## config.mk

```make
export PLATFORM = sky130hd
export DESIGN_NAME = mem_port_arbiter
export DESIGN_NICKNAME = d
export VERILOG_FILES = /design/src/rtl/mem_port_arbiter.sv
export SDC_FILE = /design/constraint.sdc
export NUM_CORES = 1
export LEC_CHECK = 0
export CAP_MARGIN = 20
export CORE_AREA = 2 2 115 117
export CTS_BUF_LIST = sky130_fd_sc_hd__clkbuf_8
export CTS_CLUSTER_SIZE = 8
export DETAILED_ROUTE_END_ITERATION = 12
export DIE_AREA = 0 0 117 119
export DONT_BUFFER_PORTS = 1
export SYNTH_ARGS = -nofsm -noshare
export SYNTH_HDL_FRONTEND = slang
export SYNTH_SLANG_ARGS = --single-unit
```

## constraint.sdc

```tcl
create_clock -name clk -period 2.3 [get_ports clk]
set_clock_uncertainty 0.05 [all_clocks]
set_input_delay 0.46 -clock clk [delete_from_list [all_inputs] [get_ports clk]]
set_output_delay 0.46 -clock clk [all_outputs]
set_load 0.01 [all_outputs]
```

## src/rtl/mem_port_arbiter.sv

```systemverilog
// Two-port arbiter and access sequencer for the shared MIPS32 memory bus.
// Optional macro ARB_ROUND_ROBIN_EN selects round-robin tie-break; otherwise port 0 has fixed priority.
module mem_port_arbiter #(
  parameter int AW          = 32,
  parameter int DW          = 32,
  parameter int WAIT_CYCLES = 2
) (
  input  logic          clk,
  input  logic          rst,
  input  logic          m0_req,
  input  logic          m0_we,
  input  logic [AW-1:0] m0_addr,
  input  logic [DW-1:0] m0_wdata,
  output logic [DW-1:0] m0_rdata,
  output logic          m0_ack,
  input  logic          m1_req,
  input  logic          m1_we,
  input  logic [AW-1:0] m1_addr,
  input  logic [DW-1:0] m1_wdata,
  output logic [DW-1:0] m1_rdata,
  output logic          m1_ack,
  output logic [AW-1:0] mem_addr,
  output logic [DW-1:0] mem_wdata,
  input  logic [DW-1:0] mem_rdata,
  output logic          mem_rd,
  output logic          mem_wr,
  output logic          busy,
  output logic          owner
);
  localparam int CW = $clog2(WAIT_CYCLES + 1);

  if (WAIT_CYCLES < 1) begin : g_wait_check
    $error("mem_port_arbiter: WAIT_CYCLES must be at least 1");
  end

  typedef enum logic [1:0] {IDLE, ACCESS, RESP} state_t;

  state_t        state_q;
  logic [CW-1:0] cnt_q;
  logic          we_q, owner_q, busy_q, rd_q, wr_q, ack0_q, ack1_q;
  logic [AW-1:0] addr_q;
  logic [DW-1:0] wdata_q, rdata0_q, rdata1_q;
  logic          grant1_d;

`ifdef ARB_ROUND_ROBIN_EN
  // last_owner resets to 1 so that port 0 wins the first tie.
  logic last_owner_q;
  assign grant1_d = m1_req & (~m0_req | ~last_owner_q);

  always_ff @(posedge clk) begin
    if (rst) begin
      last_owner_q <= 1'b1;
    end else if (state_q == RESP) begin
      last_owner_q <= owner_q;
    end
  end
`else
  assign grant1_d = m1_req & ~m0_req;
`endif

  always_ff @(posedge clk) begin
    if (rst) begin
      state_q  <= IDLE;
      cnt_q    <= '0;
      we_q     <= 1'b0;
      owner_q  <= 1'b0;
      busy_q   <= 1'b0;
      rd_q     <= 1'b0;
      wr_q     <= 1'b0;
      ack0_q   <= 1'b0;
      ack1_q   <= 1'b0;
      addr_q   <= '0;
      wdata_q  <= '0;
      rdata0_q <= '0;
      rdata1_q <= '0;
    end else begin
      ack0_q <= 1'b0;
      ack1_q <= 1'b0;
      case (state_q)
        IDLE: begin
          if (m0_req || m1_req) begin
            state_q <= ACCESS;
            owner_q <= grant1_d;
            we_q    <= grant1_d ? m1_we : m0_we;
            addr_q  <= grant1_d ? m1_addr : m0_addr;
            wdata_q <= grant1_d ? m1_wdata : m0_wdata;
            rd_q    <= grant1_d ? ~m1_we : ~m0_we;
            wr_q    <= grant1_d ? m1_we : m0_we;
            busy_q  <= 1'b1;
            cnt_q   <= CW'(WAIT_CYCLES - 1);
          end
        end
        ACCESS: begin
          if (cnt_q == '0) begin
            // Last strobe cycle: read data is sampled while mem_rd is still high.
            state_q <= RESP;
            rd_q    <= 1'b0;
            wr_q    <= 1'b0;
            if (!we_q) begin
              if (owner_q) rdata1_q <= mem_rdata;
              else         rdata0_q <= mem_rdata;
            end
            ack0_q <= ~owner_q;
            ack1_q <= owner_q;
          end else begin
            cnt_q <= cnt_q - 1'b1;
          end
        end
        RESP: begin
          state_q <= IDLE;
          busy_q  <= 1'b0;
        end
        default: begin
          state_q <= IDLE;
          busy_q  <= 1'b0;
          rd_q    <= 1'b0;
          wr_q    <= 1'b0;
        end
      endcase
    end
  end

  assign m0_rdata  = rdata0_q;
  assign m1_rdata  = rdata1_q;
  assign m0_ack    = ack0_q;
  assign m1_ack    = ack1_q;
  assign mem_addr  = addr_q;
  assign mem_wdata = wdata_q;
  assign mem_rd    = rd_q;
  assign mem_wr    = wr_q;
  assign busy      = busy_q;
  assign owner     = owner_q;
endmodule

```

# Word level (Yosys, flattened, before mapping)
# Cells that the tools add are included.
# totals
register_bits,139
# op_classes
addsub,1
eq_ne,5
muxes,16
bitwise,9
reduce_logical,12
# ops
cell,n
$mux W32,2
$not A1 Y1,8
$pmux W2 S2,2
$reduce_and A4 Y1,2
$mux W1,6
$mux W2,3
$ne A2 B2 Y1 const B,3
$pmux W1 S3,2
$reduce_and A2 Y1,3
$reduce_and A3 Y1,2
$logic_not A2 Y1,2
$reduce_or A3 Y1,1
$eq A2 B1 Y1 const B,1
$eq A2 B2 Y1 const B,1
$pmux W1 S2,1
$reduce_bool A2 Y1,1
$sub A2 B1 Y2 const B,1
$and A1 B1 Y1,1
$logic_or A1 B1 Y1,1

# Longest topological paths before layout
# Gate-level depths: netlist (run 1).
# depth
word_depth,5
depth_mapped,8
ltp_nobuf,6

# Worst setup path before layout (run 1)
# OpenSTA, ideal clock, no wires.
# synth_path
path_type,register to register
from,reg cnt_q[0]
to,reg rdata1_q[1] (netlist: m1_rdata[1])
setup_time_ns,0.132
arrival_time_ns,1.406
required_time_ns,2.118
path_slack_ns,0.712
stages_incl_launch_ff,9
n_path_buf,2
period_less_slack_ns,1.588
cell_sequence,dfxtp_1 > inv_1 > ha_1 > nand3b_4 > or3b_1 > buf_2 > buf_6 > nand2_1 > a21oi_1
# synth_between
elab_chain_len,2
# synth_lines
element,line_no,source
"start, declared",39,logic [CW-1:0] cnt_q;
"start signal, assigned",90,cnt_q <= CW'(WAIT_CYCLES - 1);
"start signal, assigned",106,cnt_q <= cnt_q - 1'b1;
$logic_not A2 Y1,94,if (cnt_q == '0) begin
$reduce_and A4 Y1 (no line),-,
"end signal, assigned",100,if (owner_q) rdata1_q <= mem_rdata;
"end, declared",42,"logic [DW-1:0] wdata_q, rdata0_q, rdata1_q;"
# Every way passes these cells.
# A chain may end at the register's enable or synchronous reset.

# Worst setup path after layout (run 1)
# layout_path
from,reg cnt_q[0]
to,reg rdata1_q[12] (netlist: m1_rdata[12])
# Same word-level chain as after synthesis.

==> results of run 1 <==
[through the flow]
step | total power (uW) | std cells | worst slack (ps) | hold slack, ps | cell area, um2
after floorplan | 3410 | 612 | 712 | 397 | 5510
after global placement | 3490 | 747 | 552 | 415 | 5590
after detailed placement | 3520 | 747 | 465 | 431 | 5590
after CTS | 5690 | 779 | 449 | 2.13 | 6040
after global routing | 5890 | 779 | 372 | 2.65 | 6040
final | 5610 | 779 | 481 | 61.3 | 6040
[critical path: stages (launching register included)]
cell and delay [ps]:
dfxtp_1 320, inv_1 70, ha_1 240, nand3b_4 150, or3b_1 520, buf_12 220, nand2_1 80, a21oi_1 60
[final timing paths]
kind                         start                    endpoint  slack [ps]
max          cnt_q[0]$_SDFFE_PP0P_   m1_rdata[12]$_SDFFE_PP0P_         480
min                            rst  mem_wdata[19]$_SDFFE_PP0P_          60
max reg2reg  cnt_q[0]$_SDFFE_PP0P_   m1_rdata[12]$_SDFFE_PP0P_         480
min reg2reg  cnt_q[0]$_SDFFE_PP0P_       cnt_q[0]$_SDFFE_PP0P_         440
[cells by family after synthesis]
group                    Yosys count  share of synthesized area
AO/OA/AOI/OAI                    141                      0.161
adder cells (fa/ha/maj)            1                    0.00227
buffers and inverters             55                     0.0590
flip-flops                       139                      0.505
multiplexers                      65                      0.118
AND/OR/NAND/NOR                  211                      0.155
[cell usage after synthesis (2+ instances only)]
cell / count
mux2i_1: 64
nand2_1: 129
buf_2: 23
buf_6: 9
nand2b_1: 2
nor2_1: 69
buf_4: 3
clkbuf_1: 15
o21ai_0: 2
dfxtp_1: 139
a211oi_1: 66
a21oi_1: 68
inv_1: 3
[area by class of cell]
cell class	instances	area, um2
multi-input cells	418	2430
flip-flops and latches	139	2780
well taps	176	220
fillers	1275	6840
inverters	3	11.3
repair buffers	11	145
clock buffers	20	275
clock inverters	12	170
[sequential cells by signal (all words and copies together) (netlist names)]
signal / flops
we_q: 1
m0_rdata: 32
m1_ack: 1
busy: 1
mem_rd: 1
cnt_q: 2
m1_rdata: 32
mem_addr: 32
mem_wr: 1
mem_wdata: 32
m0_ack: 1
owner: 1
state_q: 2
[report_power, final]
part / leakage (uW) / internal, uW / switching, uW
logic: 0.00106 / 251 / 340
clock network: 0.000222 / 1260 / 899
registers: 0.00114 / 2620 / 248
total: 0.00242 / 4130 / 1490
[per-layer routing]
metal,vias up,global-route usage,part of all wire
li1,2068,-,-
met1,1861,0.190,0.37
met2,209,0.313,0.50
met3,29,0.0804,0.11
met4,0,0.0904,0.027
met5,-,0,0
==> impl_metrics.env, run 1 <==
export IMPL_firstDrtPassIters=5
export IMPL_diodes=0
export IMPL_p_leak_uw=0.00242
export IMPL_cts_buffers=17
export IMPL_ctsResizeCount=0
export IMPL_fin_nets=757
export IMPL_avgRoutedWirePerCell_um=17.0
export IMPL_required_ps=2580
export IMPL_synth_cell_types=33
export IMPL_grt_first_pass_wirelength_um=19700
export IMPL_dieArea_um2=13900
export IMPL_synth_edf_count=0
export IMPL_core_area_um2=12900
export IMPL_synth_cells=612
export IMPL_final_cell_mix="dfxtp_1 (139), nand2_1 (129), nor2_1 (69)"
export IMPL_start_kind="flip-flop"
export IMPL_setup_tns_final_ps=0
export IMPL_clock_latency_ps=430
export IMPL_row_count=42
export IMPL_crit_arrival_ps=2100
export IMPL_grt_max_degree=140
export IMPL_maxCapViolations=0
export IMPL_clockBufferDepth=2
export IMPL_tightestPinTransition_ps=467
export IMPL_ys_ff_latch=139
export IMPL_place_gp_congestion=0.794
export IMPL_track_usage=0.184
export IMPL_wl_um=13200
export IMPL_synth_top_cell_by_area="dfxtp_1"
export IMPL_endpoint_kind="flip-flop"
export IMPL_holdBufCountCts=0
export IMPL_async_flop_share=0
export IMPL_drt_vias_per_instance=5.35
export IMPL_reg2regPathDepth=7
export IMPL_detail_route_antenna_nets=0
export IMPL_outcome="finished, final reports clean"
export IMPL_grt_antenna_before_repair=0
export IMPL_cts_setup_buffers=0
export IMPL_clockRootBuffer="clkbuf_8"
export IMPL_drive_gt1_frac=0.0813
export IMPL_relSlewSlack=0.688
export IMPL_yosysWarnings=0
export IMPL_final_util=0.469
export IMPL_setup_violations=0
export IMPL_hold_path_class="input port to flip-flop"
export IMPL_grt_pass1_vias=4000
export IMPL_synth_top_area_share=0.505
export IMPL_fp_dieH_um=119
export IMPL_drc=0
export IMPL_synth_area_top_cells="dfxtp_1 (50%), mux2i_1 (12%), a211oi_1 (9.0%)"
export IMPL_port_buffers=0
export IMPL_place_hpwl_um=9600
export IMPL_post_synth_cell_area_avg_um2=9.01
export IMPL_grt_overflow_total=0
export IMPL_initial_core_util=0.428
export IMPL_cp_max_fo=26
export IMPL_ir_drop_uv=392
export IMPL_final_common_cell="dfxtp_1"
export IMPL_syn_to_final_growth_pct=9.51
export IMPL_pin_count=300
export IMPL_cts_tree="yes"
export IMPL_max_freq_mhz=550
export IMPL_die_w_um=117
export IMPL_syn_nets=779
export IMPL_synth_cell_area_um2=5510
export IMPL_timing_final_crit_share=0.791
export IMPL_ys_seq_area_frac=0.505
export IMPL_clk_pin_slew_ps=70
export IMPL_hold_viol=0
export IMPL_rsz0062_at_grt="no"
export IMPL_worstSetupPathType="flip-flop to flip-flop"
export IMPL_synth_ff_type="dfxtp_1"
export IMPL_clock_sinks=139
export IMPL_num_vias=4167
export IMPL_drt_iter0_drc=197
export IMPL_fin_crit_ps=1820
export IMPL_drv_slew=0
export IMPL_hold_depth=1
export IMPL_htreeDepth=4
export IMPL_powerDensity_nw_per_um2=930
(Power assumes the default switching activity.)
==> run 2: changes to the inputs <==
==> constraint.sdc (replaced) <==
create_clock -name clk -period 1.5 [get_ports clk]
set_clock_uncertainty 0.05 [all_clocks]
set_input_delay 0.3 -clock clk [delete_from_list [all_inputs] [get_ports clk]]
set_output_delay 0.3 -clock clk [all_outputs]
set_load 0.01 [all_outputs]
==> run 2 against run 1 <==
- first-iteration DRC count decreased by 7.1%
- critical path depth increased by 2
- hold slack got worse by 170 ps
- fmax increased by 16%
- combinational power increased by 98%
- count of clock-buffer cells in the layout increased by 1
- worst setup slack got worse by 550 ps
- critical endpoint is now m0_rdata[27]$_SDFFE_PP0P_
- the run now ends with hold timing, setup timing left
==> impl_metrics.env, run 2 (synthesis gave the netlist of run 1 again) <==
export IMPL_outcome="finished with violations"
export IMPL_violations="hold timing, setup timing"
export IMPL_rsz0062_at_grt="yes"
export IMPL_clk_pin_slew_ps=70
export IMPL_port_buffers=0
export IMPL_drt_iter0_drc=183
export IMPL_drt_vias_per_instance=5.39
export IMPL_endpoint_kind="flip-flop"
export IMPL_fin_area_um2=6540
export IMPL_final_util=0.508
export IMPL_hold_path_class="input port to flip-flop"
export IMPL_grt_antenna_before_repair=0
export IMPL_relSlewSlack=0.699
export IMPL_drv_slew=0
export IMPL_track_usage=0.186
export IMPL_pin_count=300
export IMPL_critPathBufInv=4
export IMPL_cpLargestDelayFamily="buffers and inverters"
export IMPL_place_area_um2=5730
export IMPL_fp_dieH_um=119
export IMPL_setup_violations=43
export IMPL_clock_sinks=139
export IMPL_htreeDepth=4
export IMPL_grt_pass1_vias=4048
export IMPL_firstDrtPassIters=4
export IMPL_drc=0
export IMPL_crit_arrival_ps=1890
export IMPL_detail_route_antenna_nets=0
export IMPL_maxCapViolations=0
export IMPL_cp_slowest_stage_delay_ps=330
export IMPL_diodes=0
export IMPL_start_kind="flip-flop"
export IMPL_timing_final_crit_share=1.05
export IMPL_powerDensity_nw_per_um2=1340
export IMPL_avgRoutedWirePerCell_um=17.7
export IMPL_core_area_um2=12900
export IMPL_met2_usage=0.326
export IMPL_clockRootBuffer="clkbuf_8"
export IMPL_finalWorstSetupSlack_ps=-73.0
export IMPL_tightestPinTransition_ps=451
export IMPL_syn_to_final_growth_pct=18.6
export IMPL_path_cells="inv_2 > ha_4 > nand3b_4 > buf_6 > nor3_4 > buf_6 > clkbuf_16 > nand2_2 > a21oi_2"
export IMPL_ir_drop_uv=533
export IMPL_hold_slack_ps=-106
export IMPL_fin_nets=779
export IMPL_num_vias=4320
export IMPL_p_leak_uw=0.00262
export IMPL_cts_tree="yes"
export IMPL_final_cell_mix="dfxtp_1 (137), nand2_1 (109), nor2_1 (69)"
export IMPL_met1_usage=0.196
export IMPL_grt_overflow_total=0
export IMPL_wl_um=14200
export IMPL_cts_buffers=17
export IMPL_clock_latency_ps=430
export IMPL_cp_max_fo=8
export IMPL_grt_max_degree=140
export IMPL_die_w_um=117
export IMPL_max_freq_mhz=636
export IMPL_clockBufferDepth=2
export IMPL_initial_core_util=0.428
export IMPL_required_ps=1810
export IMPL_fin_crit_ps=1570
export IMPL_hold_viol=137
export IMPL_row_count=42
export IMPL_cp_slowest_cell="dfxtp_2"
export IMPL_final_common_cell="dfxtp_1"
export IMPL_use_met3=0.0743
export IMPL_dieArea_um2=13900
export IMPL_gr_max_usage_layer="met2"
export IMPL_worstSetupPathType="flip-flop to flip-flop"
export IMPL_drive_gt1_frac=0.200
export IMPL_crit_top_cell="buf_6"
export IMPL_place_gp_congestion=0.773
export IMPL_grt_first_pass_wirelength_um=19900
export IMPL_place_hpwl_um=9800
## run 2: changes by cell type in the layout (fill, tap and decap cells not counted), sizes merged
cell,delta
buf,+17
clkbuf,+5
bufinv,-1
clkinvlp,-1
inv,+1
o21a,+1
## run 2: per-stage QoR
stage | TNS, ps | power (uW) | hold WS [ps] | std cells | worst slack [ps]
6_report | -1570 | 8790 | -106 | 801 | -73.0
3_3_place_gp | 0 | 5450 | 330 | 759 | 8.91
4_1_cts | -448 | 8730 | -154 | 792 | -34.1
3_5_place_dp | -742 | 5500 | 333 | 759 | -43.5
2_1_floorplan | -277 | 5230 | 347 | 612 | -9.31
5_1_grt | -7290 | 9220 | -150 | 801 | -146
## run 2: worst paths after layout
check | startpoint | end | slack (ps) | cells past startpoint
hold / removal | rst | mem_wdata[19]$_SDFFE_PP0P_ | -110 | 1
hold reg to reg | m0_rdata[9]$_SDFFE_PP0P_ | m0_rdata[9]$_SDFFE_PP0P_ | 450 | 2
setup / recovery | cnt_q[0]$_SDFFE_PP0P_ | m0_rdata[27]$_SDFFE_PP0P_ | -70 | 9
setup reg to reg | cnt_q[0]$_SDFFE_PP0P_ | m0_rdata[27]$_SDFFE_PP0P_ | -70 | 9
## run 2: per-layer routing
layer | up-vias | share of wire
li1 | 2113 | -
met1 | 1989 | 0.37
met2 | 203 | 0.52
met3 | 15 | 0.10
met4 | 0 | 0.013
met5 | - | 0
## run 2: timing repair
| action | 4_1_cts | 5_1_grt |
|---|---|---|
| buffers inserted | 1 | 3 |
| gates cloned | 0 | 6 |
| endpoints found under the setup margin | 65 | 104 |
| gates resized for setup | 6 | 59 |
| pin swaps | 0 | 13 |
| endpoints found under the hold margin | 138 | 138 |
## run 2: report_power, final
part	switching, uW	internal (uW)
Clock	1400	1820
Sequential	389	4010
Combinational	600	573
## run 2: cell type report
| cell class | instances | area (um2) |
|---|---|---|
| tap | 176 | 220 |
| inverter | 3 | 11.3 |
| clock inverter | 11 | 141 |
| sequential | 139 | 2790 |
| clock buffer | 21 | 289 |
| multi-input combinational | 419 | 2660 |
| timing repair buffer | 32 | 429 |
| fill | 1191 | 6340 |
==> run 3: changes to the inputs <==
--- a/config.mk
+++ b/config.mk
@@ -5,13 +5,15 @@
 export SDC_FILE = /design/constraint.sdc
 export NUM_CORES = 1
 export LEC_CHECK = 0
-export CAP_MARGIN = 20
+export CAP_MARGIN = 40
 export CORE_AREA = 2 2 115 117
 export CTS_BUF_LIST = sky130_fd_sc_hd__clkbuf_8
 export CTS_CLUSTER_SIZE = 8
 export DETAILED_ROUTE_END_ITERATION = 12
 export DIE_AREA = 0 0 117 119
 export DONT_BUFFER_PORTS = 1
+export REMOVE_ABC_BUFFERS = 1
+export SLEW_MARGIN = 40
 export SYNTH_ARGS = -nofsm -noshare
 export SYNTH_HDL_FRONTEND = slang
 export SYNTH_SLANG_ARGS = --single-unit
==> run 3 against run 2 <==
- the flow still finishes with violations (hold timing, setup timing)
- critical path type unchanged
- hold slack lost 26 ps
- non-clock buffer count is 4 lower
- count of clock-buffer cells in the layout unchanged
- worst setup slack better by 13 ps
- critical path depth fell by 2
==> impl_metrics.env, run 3 (synthesis gave the netlist of run 1 again) <==
export IMPL_cp_endpoint="m1_rdata[14]$_SDFFE_PP0P_"
export IMPL_setup_violations=55
export IMPL_cp_slowest_stage_delay_ps=400
export IMPL_fillers=1160
export IMPL_fin_nets=774
export IMPL_switchingPower_uw=2500
export IMPL_drt_iter0_drc=326
export IMPL_crit_start="cnt_q[0]$_SDFFE_PP0P_"
export IMPL_sw_frac_of_total=0.270
export IMPL_maxCapViolations=0
export IMPL_violations="hold timing, setup timing"
export IMPL_detail_route_antenna_nets=0
export IMPL_cpLargestDelayFamily="simple AND/OR/NAND/NOR gates"
export IMPL_pin_count=300
export IMPL_fin_cells=796
export IMPL_clk_pin_slew_ps=70
export IMPL_power_frac_seq=0.479
export IMPL_relSlewSlack=0.766
export IMPL_required_ps=1770
export IMPL_final_cell_mix="dfxtp_1 (138), nand2_1 (97), nor2_1 (69)"
export IMPL_critPathBufInv=2
export IMPL_fp_dieH_um=119
export IMPL_hold_path_class="input port to flip-flop"
export IMPL_crit_cells=7
export IMPL_drv_slew=0
export IMPL_crit_arrival_ps=1830
export IMPL_clockBufferDepth=2
export IMPL_dp_cells=754
export IMPL_drt_vias_per_instance=5.55
export IMPL_p_comb_frac=0.135
export IMPL_fin_crit_ps=1560
export IMPL_r2r_slack_ps=-60
export IMPL_row_count=42
export IMPL_die_w_um=117
export IMPL_grt_max_degree=140
export IMPL_rsz0062_at_grt="yes"
export IMPL_final_common_cell="dfxtp_1"
export IMPL_cp_slowest_cell="or3b_1"
export IMPL_grt_pass1_vias=3751
export IMPL_endpoint_kind="flip-flop"
export IMPL_cts_buffers=17
export IMPL_max_freq_mhz=641
export IMPL_hold_slack_ps=-132
export IMPL_grt_overflow_total=0
export IMPL_cp_max_fo=32
export IMPL_firstDrtPassIters=4
export IMPL_place_hpwl_um=10100
export IMPL_dieArea_um2=13900
export IMPL_place_gp_congestion=0.761
export IMPL_drive_gt1_frac=0.245
export IMPL_intPower_uw=6760
export IMPL_initial_core_util=0.428
export IMPL_place_area_um2=5690
export IMPL_cts_tree="yes"
export IMPL_ir_drop_uv=528
export IMPL_clkPwrFrac=0.386
export IMPL_avgRoutedWirePerCell_um=19.3
export IMPL_hold_viol=65
export IMPL_p_leak_uw=0.00267
export IMPL_start_kind="flip-flop"
export IMPL_drc=0
export IMPL_diodes=0
export IMPL_clockRootBuffer="clkbuf_8"
export IMPL_timing_rr_end="m1_rdata[14]$_SDFFE_PP0P_"
export IMPL_tightestPinTransition_ps=351
export IMPL_worstReg2RegStart="cnt_q[0]$_SDFFE_PP0P_"
export IMPL_clock_latency_ps=430
export IMPL_num_vias=4414
export IMPL_clock_sinks=139
export IMPL_finalWorstSetupSlack_ps=-59.9
export IMPL_setup_tns_final_ps=-1500
export IMPL_worstSetupPathType="flip-flop to flip-flop"
export IMPL_timing_final_crit_share=1.04
export IMPL_htreeDepth=4
export IMPL_wl_um=15400
export IMPL_powerDensity_nw_per_um2=1370
export IMPL_outcome="finished with violations"
export IMPL_grt_antenna_before_repair=0
export IMPL_track_usage=0.188
export IMPL_path_cells="inv_2 > ha_4 > nand3b_4 > or3b_1 > buf_12 > nand2_1 > a21oi_2"
export IMPL_reg2regPathDepth=7
export IMPL_grt_first_pass_wirelength_um=19800
export IMPL_holdBufCountCts=1
export IMPL_syn_to_final_growth_pct=22.7
export IMPL_core_area_um2=12900
export IMPL_fin_area_um2=6770
export IMPL_port_buffers=0
[run 3: per-layer routing]
metal / part of all wire / routed length, um / track usage / vias to the layer above
li1: - / - / - / 2095
met4: 0.027 / 419 / 0.0890 / 0
met2: 0.51 / 7820 / 0.319 / 234
met3: 0.088 / 1350 / 0.0606 / 30
met1: 0.38 / 5760 / 0.210 / 2055
met5: 0 / 0 / 0 / -
[run 3: worst min path at each step]
stage               startpoint                         to  slack, ps  cells after the start
global route               rst   m0_rdata[0]$_SDFFE_PP0P_       -170                      1
CTS                        rst  m0_rdata[11]$_SDFFE_PP0P_       -160                      1
finish                     rst  m0_rdata[30]$_SDFFE_PP0P_       -130                      1
global placement           rst   m1_rdata[5]$_SDFFE_PP0P_        330                      1
detailed placement         rst  m0_rdata[11]$_SDFFE_PP0P_        330                      1
floorplan                  rst          busy$_SDFFE_PP0P_        320                      1
[run 3: repair_timing]
item,4_1_cts,5_1_grt
setup endpoints to repair,64,74
buffers inserted,2,3
gates cloned,1,5
pin swaps,2,54
gates resized for setup,10,113
hold endpoints to repair,138,138
[run 3: final cells by class]
class	instances	area (um2)	share of cell area
clock buffer	21	289	0.0427
clock inverter	11	189	0.0279
inverter	3	11.3	0.00166
multi-input combinational	418	2860	0.423
sequential	139	2780	0.412
tap	176	220	0.0326
timing repair buffer	28	410	0.0607
[run 3: stage by stage]
step	util	power, uW	hold slack [ps]	setup WS [ps]
floorplan	-	5140	319	-1920
global placement	0.442	5430	330	-42.1
detailed placement	0.442	5480	333	-114
CTS	0.486	9060	-159	-51.3
global route	0.525	9680	-167	-141
finish	0.525	9260	-132	-59.9
[run 3: power groups by stage]
stage	combinational, uW	clock (uW)	sequential (uW)
2_1_floorplan	741	0	4390
3_3_place_gp	941	0	4490
3_5_place_dp	977	0	4500
4_1_cts	999	3650	4420
5_1_grt	1380	3840	4470
6_report	1250	3570	4440
